File: src/rtl/switch_debouncer_pkg.sv
// Shared types and constants for the slide-switch debouncer.
// Optional edge-pulse outputs are enabled with SWITCH_DEBOUNCE_EDGE_EN.
package switch_debouncer_pkg;

    typedef enum logic {
        DB_STABLE  = 1'b0,
        DB_PENDING = 1'b1
    } db_state_e;

    // 20 ms at 50 MHz
    localparam int DB_DEFAULT_CYCLES = 1000000;
    // Short count so benches can exercise the full accept path quickly
    localparam int DB_SIM_CYCLES     = 4;

endpackage

File: src/rtl/switch_debouncer_debounce_bit.sv
// One switch bit: 2-flop synchroniser, stability counter, STABLE/PENDING FSM
// and, when SWITCH_DEBOUNCE_EDGE_EN is defined, registered edge pulses.
module debounce_bit
    import switch_debouncer_pkg::*;
#(
    parameter int DEBOUNCE_CYCLES = DB_DEFAULT_CYCLES
) (
    input  logic clk,
    input  logic rst_n,
    input  logic raw_i,
    output logic clean_o,
    output logic rose_o,
    output logic fell_o
);

    localparam int              CW       = $clog2(DEBOUNCE_CYCLES + 1);
    localparam logic [CW-1:0]   CNT_LAST = CW'(DEBOUNCE_CYCLES);

    logic          sync1_q, sync1_d;
    logic          sync2_q, sync2_d;
    logic          clean_q, clean_d;
    db_state_e     state_q, state_d;
    logic [CW-1:0] cnt_q, cnt_d;
    logic [CW-1:0] cnt_inc;
    logic          accept;

    always_comb begin
        sync1_d = raw_i;
        sync2_d = sync1_q;
    end

    always_ff @(posedge clk or negedge rst_n) begin
        if (!rst_n) begin
            sync1_q <= 1'b0;
            sync2_q <= 1'b0;
        end else begin
            sync1_q <= sync1_d;
            sync2_q <= sync2_d;
        end
    end

    // cnt_inc is the number of consecutive differing cycles including this
    // one, so the new level is taken on the cycle that count reaches the limit.
    always_comb begin
        state_d = state_q;
        cnt_d   = cnt_q;
        clean_d = clean_q;
        accept  = 1'b0;
        cnt_inc = cnt_q + 1'b1;

        case (state_q)
            DB_STABLE: begin
                cnt_d = '0;
                if (sync2_q != clean_q) begin
                    if (cnt_inc == CNT_LAST) begin
                        accept = 1'b1;
                    end else begin
                        state_d = DB_PENDING;
                        cnt_d   = cnt_inc;
                    end
                end
            end
            DB_PENDING: begin
                if (sync2_q == clean_q) begin
                    state_d = DB_STABLE;
                    cnt_d   = '0;
                end else if (cnt_inc == CNT_LAST) begin
                    accept = 1'b1;
                end else begin
                    cnt_d = cnt_inc;
                end
            end
            default: begin
                state_d = DB_STABLE;
                cnt_d   = '0;
            end
        endcase

        if (accept) begin
            clean_d = sync2_q;
            state_d = DB_STABLE;
            cnt_d   = '0;
        end
    end

    always_ff @(posedge clk or negedge rst_n) begin
        if (!rst_n) begin
            state_q <= DB_STABLE;
            cnt_q   <= '0;
            clean_q <= 1'b0;
        end else begin
            state_q <= state_d;
            cnt_q   <= cnt_d;
            clean_q <= clean_d;
        end
    end

    assign clean_o = clean_q;

`ifdef SWITCH_DEBOUNCE_EDGE_EN
    logic rose_q, rose_d;
    logic fell_q, fell_d;

    // Pulses land on the same edge as the clean level they describe
    always_comb begin
        rose_d = accept &  sync2_q;
        fell_d = accept & ~sync2_q;
    end

    always_ff @(posedge clk or negedge rst_n) begin
        if (!rst_n) begin
            rose_q <= 1'b0;
            fell_q <= 1'b0;
        end else begin
            rose_q <= rose_d;
            fell_q <= fell_d;
        end
    end

    assign rose_o = rose_q;
    assign fell_o = fell_q;
`else
    assign rose_o = 1'b0;
    assign fell_o = 1'b0;
`endif

endmodule

File: src/rtl/switch_debouncer.sv
// Slide-switch bank debouncer: one independent debounce_bit per switch.
// Edge pulses exist only when SWITCH_DEBOUNCE_EDGE_EN is defined.
module switch_debouncer
    import switch_debouncer_pkg::*;
#(
    parameter int WIDTH           = 6,
    parameter int DEBOUNCE_CYCLES = DB_DEFAULT_CYCLES
) (
    input  logic             CLOCK_50,
    input  logic             RESET_N,
    input  logic [0:WIDTH-1] SW_RAW,
    output logic [0:WIDTH-1] SW_CLEAN,
    output logic [0:WIDTH-1] SW_ROSE,
    output logic [0:WIDTH-1] SW_FELL
);

    for (genvar i = 0; i < WIDTH; i++) begin : g_bit
        debounce_bit #(
            .DEBOUNCE_CYCLES (DEBOUNCE_CYCLES)
        ) u_bit (
            .clk     (CLOCK_50),
            .rst_n   (RESET_N),
            .raw_i   (SW_RAW[i]),
            .clean_o (SW_CLEAN[i]),
            .rose_o  (SW_ROSE[i]),
            .fell_o  (SW_FELL[i])
        );
    end

endmodule

File: config.mk
export PLATFORM = sky130hd
export DESIGN_NAME = switch_debouncer
export DESIGN_NICKNAME = d
export VERILOG_FILES = /design/src/rtl/switch_debouncer_pkg.sv /design/src/rtl/switch_debouncer_debounce_bit.sv /design/src/rtl/switch_debouncer.sv
export SDC_FILE = /design/constraint.sdc
export NUM_CORES = 1
export LEC_CHECK = 0
export ABC_AREA = 1
export BUFFER_PORTS_ARGS = -buffer_cell sky130_fd_sc_hd__buf_2
export CORE_UTILIZATION = 28
export CTS_BUF_LIST = sky130_fd_sc_hd__clkbuf_4
export CTS_CLUSTER_DIAMETER = 100
export DETAILED_ROUTE_END_ITERATION = 8
export PLACE_DENSITY = 0.42
export SYNTH_ARGS = -nofsm -noshare
export SYNTH_HDL_FRONTEND = slang
export SYNTH_SLANG_ARGS = --single-unit
File: constraint.sdc
create_clock -name CLOCK_50 -period 2.4 [get_ports CLOCK_50]
set_input_delay 0 -clock CLOCK_50 [delete_from_list [all_inputs] [get_ports CLOCK_50]]
set_output_delay 0 -clock CLOCK_50 [all_outputs]
set_load 0.01 [all_outputs]
==> results.ini, run 1 <==
[floorplan]
start_util = 0.2865
rows = 63
dieArea_um2 = 31270
fp.coreArea_um2 = 29870
fp.dieH_um = 176.8
ios = 26
die_w_um = 176.8

[route]
first_pass_iters = 5
via_per_inst = 4.386
wire_per_inst_um = 12.05
vias = 7548
ant_nets = 0
routed_wirelength_mm = 20.74
initialDrtViolationCount = 451
drc = 0

[power]
power_density_nw_per_um2 = 450.9
ir_drop_mv = 0.2861
leakage_nw = 4.082

[synth]
synthMuxAreaShare = 0
synth-simple-area-share = 0.4408
yosysWarnings = 0
seq_area_frac_synth = 0.4035
synth_compound_area_frac = 0.03012
synth_xor_area_frac = 0.02339
synthAdderAreaFrac = 0.008772
synth_cell_types = 28
synth_top_family_by_area = simple AND/OR/NAND/NOR gates
synth_area_um2 = 8558
avgSynthCellArea_um2 = 6.681
synth-seq-cells = 138
synth_cells = 1281

[global_routing]
grt_max_degree = 52
grt_pass1_vias = 7160
grt_overflow = 0
antenna_found_initial = 1
track_usage = 0.1439
grt_first_pass_wirelength_mm = 35.68

[clocking]
ctsHtreeMaxLevel = 4
cts.sinks = 138
clockBufferDepth = 2
post-cts-setup-buffers = 0
cts_tree = built
root_buffer = clkbuf_4
cts_made_buffers = 17
path_clk_slew_ns = 0.13
clock_latency_ns = 0.55

[worst_setup_path]
crit_path_cell_trace = ha_1 > nand3_1 > nor2_2 > nand2_1 > nand2_1 > nand2_1 > nor2_1 > nand3_1 > nor2_1 > nand3_1 > nand2_2 > nor2_1
worst_setup_path_start_kind = flop
critPathSlowestCell = dfrtp_1
critical_path_required_ns = 2.83
cp_data_arrival_time_ns = 2.58
path_max_fanout = 9
max_stage_delay_ns = 0.46
path_class = reg2reg
reg2reg_depth = 12
worstSetupEndpointType = flop

[placed_design]
dpl_worst_slack_ns = 0.2578
io_buffers = 13
gp_congestion = 0.8401
dp_hpwl_mm = 15.56

[final_layout]
mostFrequentLayoutCells = nand2_1 (402), nor2_1 (260), inv_1 (170)
layout.nets = 1331
fillers = 3223
layout_commonest_cell = nand2_1
area_growth_pct = 10.94
drive_gt1_frac = 0.08947

[sta]
fmax_ghz = 0.4639
worst_slack_ns = 0.2443
fin_crit_sh = 0.8982
fin_setup_tns_ns = 0
period_minus_slack_ns = 2.156
fin_skew_ns = 0.02058
hold_violations = 0
setup_viol = 0
rsz0062_at_grt = false
slew_violations = 0

[hold_path]
holdPathStages = 2
hp-class = in2reg

[job]
maxCapViolCount = 0

[run_status]
status = completed

[cell usage after synthesis]
| library cell | instances | area (um^2) |
|---|---|---|
| nor3_1 | 9 | 45.04 |
| nand3_2 | 6 | 60.06 |
| nor2_1 | 260 | 975.9 |
| xnor2_1 | 7 | 61.31 |
| a21o_1 | 1 | 7.510 |
| nand2_4 | 4 | 45.04 |
| nor2_4 | 6 | 67.56 |
| o21ai_2 | 2 | 17.52 |
| nor3b_1 | 1 | 7.510 |
| nand3_1 | 89 | 445.4 |
| o21ai_1 | 4 | 20.02 |
| and2_1 | 4 | 25.02 |
| nand3b_1 | 13 | 97.59 |
| ha_1 | 6 | 75.07 |
| a21oi_1 | 19 | 95.09 |
| dfrtp_1 | 138 | 3453 |
| o21bai_1 | 5 | 37.54 |
| inv_1 | 170 | 638.1 |
| conb_1 | 1 | 3.750 |
| nor2_2 | 33 | 206.5 |
| clkbuf_1 | 6 | 22.52 |
| nand2_2 | 13 | 81.33 |
| nand2_1 | 402 | 1509 |
| xnor2_2 | 1 | 16.27 |
| buf_4 | 18 | 135.1 |
| o21ai_0 | 16 | 80.08 |
| nand4_1 | 33 | 206.5 |
| xor2_1 | 14 | 122.6 |
[per-layer routing]
layer  global-route usage  vias to the layer above  share of wire
met2               0.2314                       89           0.44
met3              0.02448                       18          0.022
li1                     -                     3995              -
met4              0.04203                        0          0.014
met5                    0                        -              0
met1               0.1971                     3446           0.52
[cells by family (layout without fill, tap and decap cells)]
family | Yosys count | in the layout
adders and majority gates | 6 | 6
other | 1 | 13
AOI/OAI and AO/OA | 47 | 47
and+or+nand+nor | 873 | 873
buffers and inverters | 194 | 232
DFF | 138 | 138
xor gates and xnor gates | 22 | 22
[through the flow]
step                  util  cell area, um^2  std cells  hold WS [ns]  total power [mW]
floorplan                -             8600       1292       -0.2956             2.534
global placement    0.3037             9074       1679      -0.04510             2.620
detailed placement  0.3037             9074       1679      -0.04373             2.622
CTS                 0.3174             9482       1720       0.01059             4.404
global route        0.3178             9494       1721      0.002368             4.505
finish              0.3178             9494       1721       0.08162             4.281
[flip-flops by register name, summed over array words and instances, names as in the netlist]
register / count
g_bit.u_bit.sync2_q: 6
g_bit.u_bit.sync1_q: 6
g_bit.u_bit.clean_o: 6
g_bit.u_bit.cnt_q: 120
[repair_timing]
item                                    in CTS  in global routing
hold endpoints to repair                   144                  0
endpoints found under the setup margin       0                  9
hold buffers                                 9                  0
resized for setup                            0                  2
[final cells by class]
class | count | area (um^2) | area share
antenna | 1 | 2.502 | 0.0002636
clock buffer | 18 | 135.1 | 0.01423
tap | 390 | 488.0 | 0.05140
multi-input combinational | 960 | 4360 | 0.4593
sequential | 138 | 3453 | 0.3637
clock inverter | 14 | 172.7 | 0.01819
timing repair buffer | 30 | 244.0 | 0.02570
inverter | 170 | 638.1 | 0.06721
[final timing paths]
| check | from | to | slack [ns] |
|---|---|---|---|
| worst max register to register | g_bit[2].u_bit.cnt_q[0] | g_bit[2].u_bit.cnt_q[19] | 0.24 |
| worst min register to register | g_bit[2].u_bit.sync1_q | g_bit[2].u_bit.sync2_q | 0.36 |
| min in group asynchronous | RESET_N | g_bit[3].u_bit.sync1_q | 0.55 |
| worst min-delay path | SW_RAW[4] | g_bit[4].u_bit.sync1_q | 0.08 |
| worst max-delay path | g_bit[2].u_bit.cnt_q[0] | g_bit[2].u_bit.cnt_q[19] | 0.24 |
| max in group asynchronous | RESET_N | g_bit[5].u_bit.cnt_q[13] | 1.52 |
[critical path, delay by kind of cell (launching register included)]
| family | cells | cell delay, ns |
|---|---|---|
| DFF | 1 | 0.46 |
| and+or+nand+nor | 11 | 1.36 |
| adders and majority gates | 1 | 0.23 |
[where the power goes]
group	internal, mW	switching (mW)	total, mW
Clock	0.737	0.961	1.70
Sequential	2.36	0.0317	2.39
Combinational	0.0573	0.135	0.192
(Power assumes the default switching activity.)
==> run 2: changes to the inputs <==
--- a/config.mk
+++ b/config.mk
@@ -7,11 +7,12 @@
 export LEC_CHECK = 0
 export ABC_AREA = 1
 export BUFFER_PORTS_ARGS = -buffer_cell sky130_fd_sc_hd__buf_2
-export CORE_UTILIZATION = 28
+export CORE_UTILIZATION = 46
 export CTS_BUF_LIST = sky130_fd_sc_hd__clkbuf_4
 export CTS_CLUSTER_DIAMETER = 100
 export DETAILED_ROUTE_END_ITERATION = 8
-export PLACE_DENSITY = 0.42
+export GPL_TIMING_DRIVEN = 0
+export PLACE_DENSITY = 0.62
 export SYNTH_ARGS = -nofsm -noshare
 export SYNTH_HDL_FRONTEND = slang
 export SYNTH_SLANG_ARGS = --single-unit
==> run 2 against run 1 <==
  * The run now ends with design-rule violations left
  * Utilization increased by 20 points
  * Critical path depth unchanged
  * Clock-buffer cell count rose by 1
  * Clock skew grew 0.0060 ns
  * Global-route usage up 6.8 points
  * Flip-flop and latch count stayed put
  * Non-clock buffer count is 17 higher
  * Largest cell class unchanged
  * Largest power group unchanged
==> results.ini, run 2 (synthesis results as in run 1) <==
[worst_setup_path]
r2r_start = g_bit[1].u_bit.cnt_q[0]
reg2reg_depth = 12
crit_path_cell_trace = ha_1 > nand2_1 > nor2_2 > nand2_1 > nor2_2 > nand3b_1 > nand2_1 > nand2_1 > nor2_1 > nand2_1 > nand2_2 > nor2_1
critPathSlowestCell = dfrtp_1
worst_setup_path_start_kind = flop
path_max_fanout = 9
cp_data_arrival_time_ns = 2.54
path_class = reg2reg
r2r_end = g_bit[1].u_bit.cnt_q[19]
crit_family = simple AND/OR/NAND/NOR gates
worstSetupEndpointType = flop
max_stage_delay_ns = 0.43
path_common_cell = nand2_1
worst-path-buf-inv = 0
r2r_slack_ns = 0.28
critical_path_required_ns = 2.81

[placed_design]
dpl.cell_count = 1535
dp_hpwl_mm = 13.69
gp_congestion = 0.8931
io_buffers = 13

[route]
via_per_inst = 4.789
initialDrtViolationCount = 442
ant_nets = 0
routed_wirelength_mm = 18.37
vias = 7548
wire_per_inst_um = 11.66
first_pass_iters = 9
drc = 6

[global_routing]
grt_first_pass_wirelength_mm = 32.87
grt_pass1_vias = 7105
grt_overflow = 0
antenna_found_initial = 1
track_usage = 0.2114
grt_max_degree = 81

[sta]
fmax_ghz = 0.4707
rsz0062_at_grt = false
fin_setup_tns_ns = 0
relSlewSlack = 0.5235
slew_violations = 0
tightest_slew_ns = 0.7097
hold_violations = 0
fin_crit_sh = 0.8852
setup_viol = 0
fin_skew_ns = 0.02656
period_minus_slack_ns = 2.124

[clocking]
clock_latency_ns = 0.54
ctsHtreeMaxLevel = 4
cts_tree = built
cts.sinks = 138
path_clk_slew_ns = 0.13
post-cts-setup-buffers = 0
cts_made_buffers = 17
clockBufferDepth = 2
root_buffer = clkbuf_4

[power]
p_seq_frac = 0.572
combPwrFrac = 0.048
fin_total_pwr_mw = 4.176
power_density_nw_per_um2 = 444.2
switchingPower_mw = 1.017
p_sw_frac = 0.2436
ir_drop_mv = 0.3089
internal_power_mw = 3.159
p_clk_frac = 0.380
leakage_nw = 4.155

[final_layout]
top_register = g_bit.u_bit.cnt_q
layout.nets = 1348
mostFrequentLayoutCells = nand2_1 (402), nor2_1 (258), inv_1 (170)
fillers = 1817
drive_gt1_frac = 0.09584
finalNonFillerCells = 1576
largest_reg_flops = 120
area_growth_pct = 9.854
layout_commonest_cell = nand2_1

[floorplan]
rows = 49
ios = 26
die_w_um = 138.4
dieArea_um2 = 19150
fp.dieH_um = 138.4
start_util = 0.4732
fp.coreArea_um2 = 18090

[hold_path]
hold_path_end = g_bit[5].u_bit.sync1_q
worstHoldStart = SW_RAW[5]
holdPathStages = 2
hp-class = in2reg

[run_status]
status = complete, but fails checks
violations = design-rule violations

[job]
maxCapViolCount = 0

==> run 2: cell types whose count changed in the layout (fill, tap and decap cells not counted), sizes merged <==
cell | before | now
buf | 22 | 33
clkbuf | 18 | 25
clkinv | 4 | 6
clkinvlp | 5 | 3
inv | 172 | 170
==> run 2: power by group through the flow <==
stage	logic [mW]	clock network [mW]	registers, mW
final	0.201	1.59	2.39
after global routing	0.235	1.76	2.40
after CTS	0.206	1.66	2.39
after detailed placement	0.190	0	2.43
after global placement	0.183	0	2.43
after floorplan	0.104	0	2.43
==> run 2: routing by layer <==
| layer | up-vias | GRT usage | share of wire |
|---|---|---|---|
| met5 | - | 0 | 0 |
| met4 | 0 | 0.04613 | 0.0057 |
| met3 | 10 | 0.04260 | 0.040 |
| met2 | 129 | 0.3318 | 0.43 |
| met1 | 3371 | 0.3011 | 0.52 |
| li1 | 4038 | - | - |
==> run 2: metrics by stage <==
stage | hold WS [ns] | worst slack, ns | area [um^2] | utilization
3_5_place_dp | 0.02503 | 0.2136 | 8985 | 0.4968
6_report | 0.09673 | 0.2755 | 9402 | 0.5198
3_3_place_gp | 0.1085 | -0.7344 | 8951 | 0.4949
2_1_floorplan | -0.2956 | 0.6502 | 8600 | -
4_1_cts | 0.02231 | 0.2025 | 9379 | 0.5186
5_1_grt | 0.02029 | 0.0007343 | 9402 | 0.5198
==> run 2: how the worst max path moves through the flow <==
| stage | slack (ns) | from | depth (start not counted) | end |
|---|---|---|---|---|
| floorplan | 0.65 | g_bit[5].u_bit.cnt_q[0] | 12 | g_bit[5].u_bit.cnt_q[0] |
| global placement | -0.73 | RESET_N | 1 | g_bit[5].u_bit.sync2_q |
| detailed placement | 0.21 | g_bit[2].u_bit.cnt_q[0] | 12 | g_bit[2].u_bit.cnt_q[18] |
| CTS | 0.20 | g_bit[2].u_bit.cnt_q[0] | 12 | g_bit[2].u_bit.cnt_q[19] |
| global route | 0.0007 | g_bit[1].u_bit.cnt_q[0] | 12 | g_bit[1].u_bit.cnt_q[19] |
| finish | 0.28 | g_bit[1].u_bit.cnt_q[0] | 12 | g_bit[1].u_bit.cnt_q[19] |
==> run 2: worst register-to-register path: stages, from the launching register on <==
cell and delay, ns:
dfrtp_1 0.43, ha_1 0.28, nand2_1 0.11, nor2_2 0.20, nand2_1 0.14, nor2_2 0.15
nand3b_1 0.09, nand2_1 0.13, nand2_1 0.08, nor2_1 0.10, nand2_1 0.07, nand2_2 0.16
nor2_1 0.09
==> run 2: final cells by class <==
| cell class | instances | area (um^2) | area share |
|---|---|---|---|
| inverter | 170 | 638.1 | 0.06787 |
| clock inverter | 12 | 151.4 | 0.01610 |
| buffer | 24 | 157.7 | 0.01677 |
| antenna | 1 | 2.502 | 0.0002662 |
| multi-input combinational | 960 | 4370 | 0.4649 |
| sequential | 138 | 3453 | 0.3673 |
| tap | 229 | 286.5 | 0.03048 |
| timing repair buffer | 23 | 198.9 | 0.02116 |
| clock buffer | 19 | 142.6 | 0.01517 |
==> run 2: what timing repair did <==
item / in CTS / in global routing
resized for setup: 0 / 5
hold buffers: 9 / 0
endpoints found under the setup margin: 0 / 27
hold endpoints to repair: 144 / 0
==> run 3: changes to the inputs <==
--- a/config.mk
+++ b/config.mk
@@ -5,7 +5,6 @@
 export SDC_FILE = /design/constraint.sdc
 export NUM_CORES = 1
 export LEC_CHECK = 0
-export ABC_AREA = 1
 export BUFFER_PORTS_ARGS = -buffer_cell sky130_fd_sc_hd__buf_2
 export CORE_UTILIZATION = 46
 export CTS_BUF_LIST = sky130_fd_sc_hd__clkbuf_4
==> run 3 against run 2 <==
  * The flow finishes with violations (negative setup slack)
  * Sequential share of layout area decreased by 0.59 points
  * Worst hold slack lost 0.013 ns
  * Worst setup slack got worse by 0.49 ns
  * Critical path type unchanged
  * Highest routed layer unchanged
==> results.ini, run 3 <==
[synth]
seq_area_frac_synth = 0.4513
async_reset_ff_frac = 1.000
synth_common_cells = dfrtp_1 (138), nor2_1 (110), xnor2_1 (73), nor3_1 (63), nand2_1 (50)
ys_top_cells_by_area = dfrtp_1 (45%), xnor2_1 (8.4%), nor2_1 (5.4%)
synth_edf_count = 0
synth.most_common_cell = dfrtp_1
synth_area_um2 = 7652
synthFlopType = dfrtp_1
synth.largest_area_cell = dfrtp_1
synth_cell_types = 69
netlist.area_leader.share = 0.4513
avgSynthCellArea_um2 = 9.378
yosysWarnings = 0
synth-seq-cells = 138
synth_cells = 816

[worst_setup_path]
path_max_fanout = 3
worst_setup_path_start_kind = flop
cp_data_arrival_time_ns = 3.06
r2r_start = g_bit[5].u_bit.cnt_q[0]
crit_start = g_bit[5].u_bit.cnt_q[0]
path_class = reg2reg
worstSetupEndpointType = flop
r2r_slack_ns = -0.22
critical_path_required_ns = 2.85
reg2reg_depth = 8
r2r_end = g_bit[5].u_bit.clean_o

[placed_design]
detailed_place.area_um2 = 8203
io_buffers = 13
dpl_worst_slack_ns = -0.6665
dp_hpwl_mm = 10.67
gp_congestion = 0.8225

[power]
p_sw_frac = 0.2347
p_seq_frac = 0.540
power_density_nw_per_um2 = 461.2
ir_drop_mv = 0.3144
fin_total_pwr_mw = 4.441
leakage_nw = 3.846
internal_power_mw = 3.399
p_clk_frac = 0.398
combPwrFrac = 0.063
switchingPower_mw = 1.042

[route]
drc = 0
vias = 6293
wire_per_inst_um = 14.87
routed_wirelength_mm = 17.13
first_pass_iters = 5
via_per_inst = 5.463
ant_nets = 0
initialDrtViolationCount = 259

[hold_path]
holdPathStages = 2
hold_path_end = g_bit[2].u_bit.sync1_q
worstHoldStart = SW_RAW[2]
hp-class = in2reg

[run_status]
status = complete, but fails checks
violations = negative setup slack

[clocking]
path_clk_slew_ns = 0.12
cts.sinks = 138
clockBufferDepth = 2
cts_made_buffers = 17
cts_tree = built
ctsHtreeMaxLevel = 4
root_buffer = clkbuf_4
clock_latency_ns = 0.55

[sta]
rsz0062_at_grt = true
fin_skew_ns = 0.01321
relSlewSlack = 0.5801
fin_crit_sh = 1.091
slew_violations = 0
fmax_ghz = 0.3819
setup_viol = 69
hold_violations = 0
period_minus_slack_ns = 2.619
tightest_slew_ns = 0.6298
worst_slack_ns = -0.2186

[floorplan]
dieArea_um2 = 17160
die_w_um = 131.0
rows = 46
start_util = 0.4765
fp.dieH_um = 131.0
ios = 26
fp.coreArea_um2 = 16060

[global_routing]
track_usage = 0.2084
grt_overflow = 0
grt_max_degree = 78
grt_first_pass_wirelength_mm = 28.04
antenna_found_initial = 1
grt_pass1_vias = 6006

[final_layout]
mostFrequentLayoutCells = dfrtp_1 (117), buf_4 (80), nor2_1 (79)
layout_commonest_cell = dfrtp_1
area_growth_pct = 25.82
final_util = 0.5996
drive_gt1_frac = 0.2834
fillers = 1347
layout.nets = 936
post-route-cell-area_um2 = 9628
largest_reg_flops = 120
top_register = g_bit.u_bit.cnt_q

[job]
maxCapViolCount = 0

## run 3: changes by cell type after synthesis, sizes merged, moves of 13 or more
cell    previous run  this run
xnor2              8        73
nand3             95        43
and4               0        13
and3               0        13
nor3               9        63
clkbuf             6        23
nor4               0        26
nand2            419        50
inv              170        22
xor2              14        45
nor2             299       110
## run 3: metrics by stage
step | hold WS (ns) | instances | TNS, ns
finish | 0.08414 | 1152 | -5.373
global route | 0.02101 | 1152 | -12.41
CTS | 0.03907 | 1129 | -6.082
detailed placement | 0.03493 | 1057 | -37.34
global placement | 0.1108 | 1056 | -109.68
floorplan | -0.2956 | 827 | -2.728
## run 3: worst max path at each step
stage / end / slack [ns] / depth (start not counted)
after global routing: g_bit[5].u_bit.clean_o / -0.28 / 8
after CTS: g_bit[5].u_bit.clean_o / -0.25 / 8
final: g_bit[5].u_bit.clean_o / -0.22 / 8
after detailed placement: g_bit[5].u_bit.cnt_q[10] / -0.67 / 8
after floorplan: g_bit[5].u_bit.clean_o / -0.22 / 7
after global placement: g_bit[0].u_bit.cnt_q[3] / -0.81 / 1
## run 3: metal layers
metal  track usage  up-vias  wire length (um)  share of wire
met5             0        -                 0              0
met3       0.05008       28               589          0.034
met2        0.3598      111              8576           0.50
met1        0.2622     3076              7696           0.45
met4       0.05139        0               267          0.016
li1              -     3078                 -              -
## run 3: power groups by stage
stage | combinational, mW | clock (mW) | sequential [mW]
finish | 0.278 | 1.77 | 2.40
CTS | 0.264 | 1.82 | 2.39
floorplan | 0.119 | 0 | 2.43
detailed placement | 0.203 | 0 | 2.44
global placement | 0.191 | 0 | 2.44
global route | 0.312 | 1.93 | 2.40
## run 3: what timing repair did
action	CTS	global route
endpoints found under the hold margin	144	0
pin swaps	26	32
gates cloned	2	0
setup buffers	39	29
hold buffers	9	0
resized for setup	53	90
setup endpoints to repair	103	101
## run 3: logic make-up after synthesis
kind of cell,count (synthesis),synth area share
flops,138,0.4513
xor+xnor,118,0.1351
other cells,1,0.0004900
buf+inv,69,0.04415
fa+ha+maj,6,0.009810
mux,11,0.01570
compound gates,73,0.07391
simple gates,400,0.2696
## run 3: worst max-delay path: stages, from the launching register on
cell	delay, ns
dfrtp_1	0.43
ha_4	0.17
or3b_4	0.35
a2111o_1	0.37
a211oi_2	0.22
o211ai_1	0.19
nor4_4	0.29
buf_4	0.19
mux2_4	0.30
## run 3: final cells by class
type,instances,area (um^2),area share
multi-input combinational,620,4463,0.4635
sequential,138,3480,0.3614
timing repair buffer,93,769.5,0.07992
tap,216,270.3,0.02807
buffer,30,229.0,0.02378
clock inverter,15,203.9,0.02118
clock buffer,17,127.6,0.01326
inverter,22,82.58,0.008577
antenna,1,2.502,0.0002599
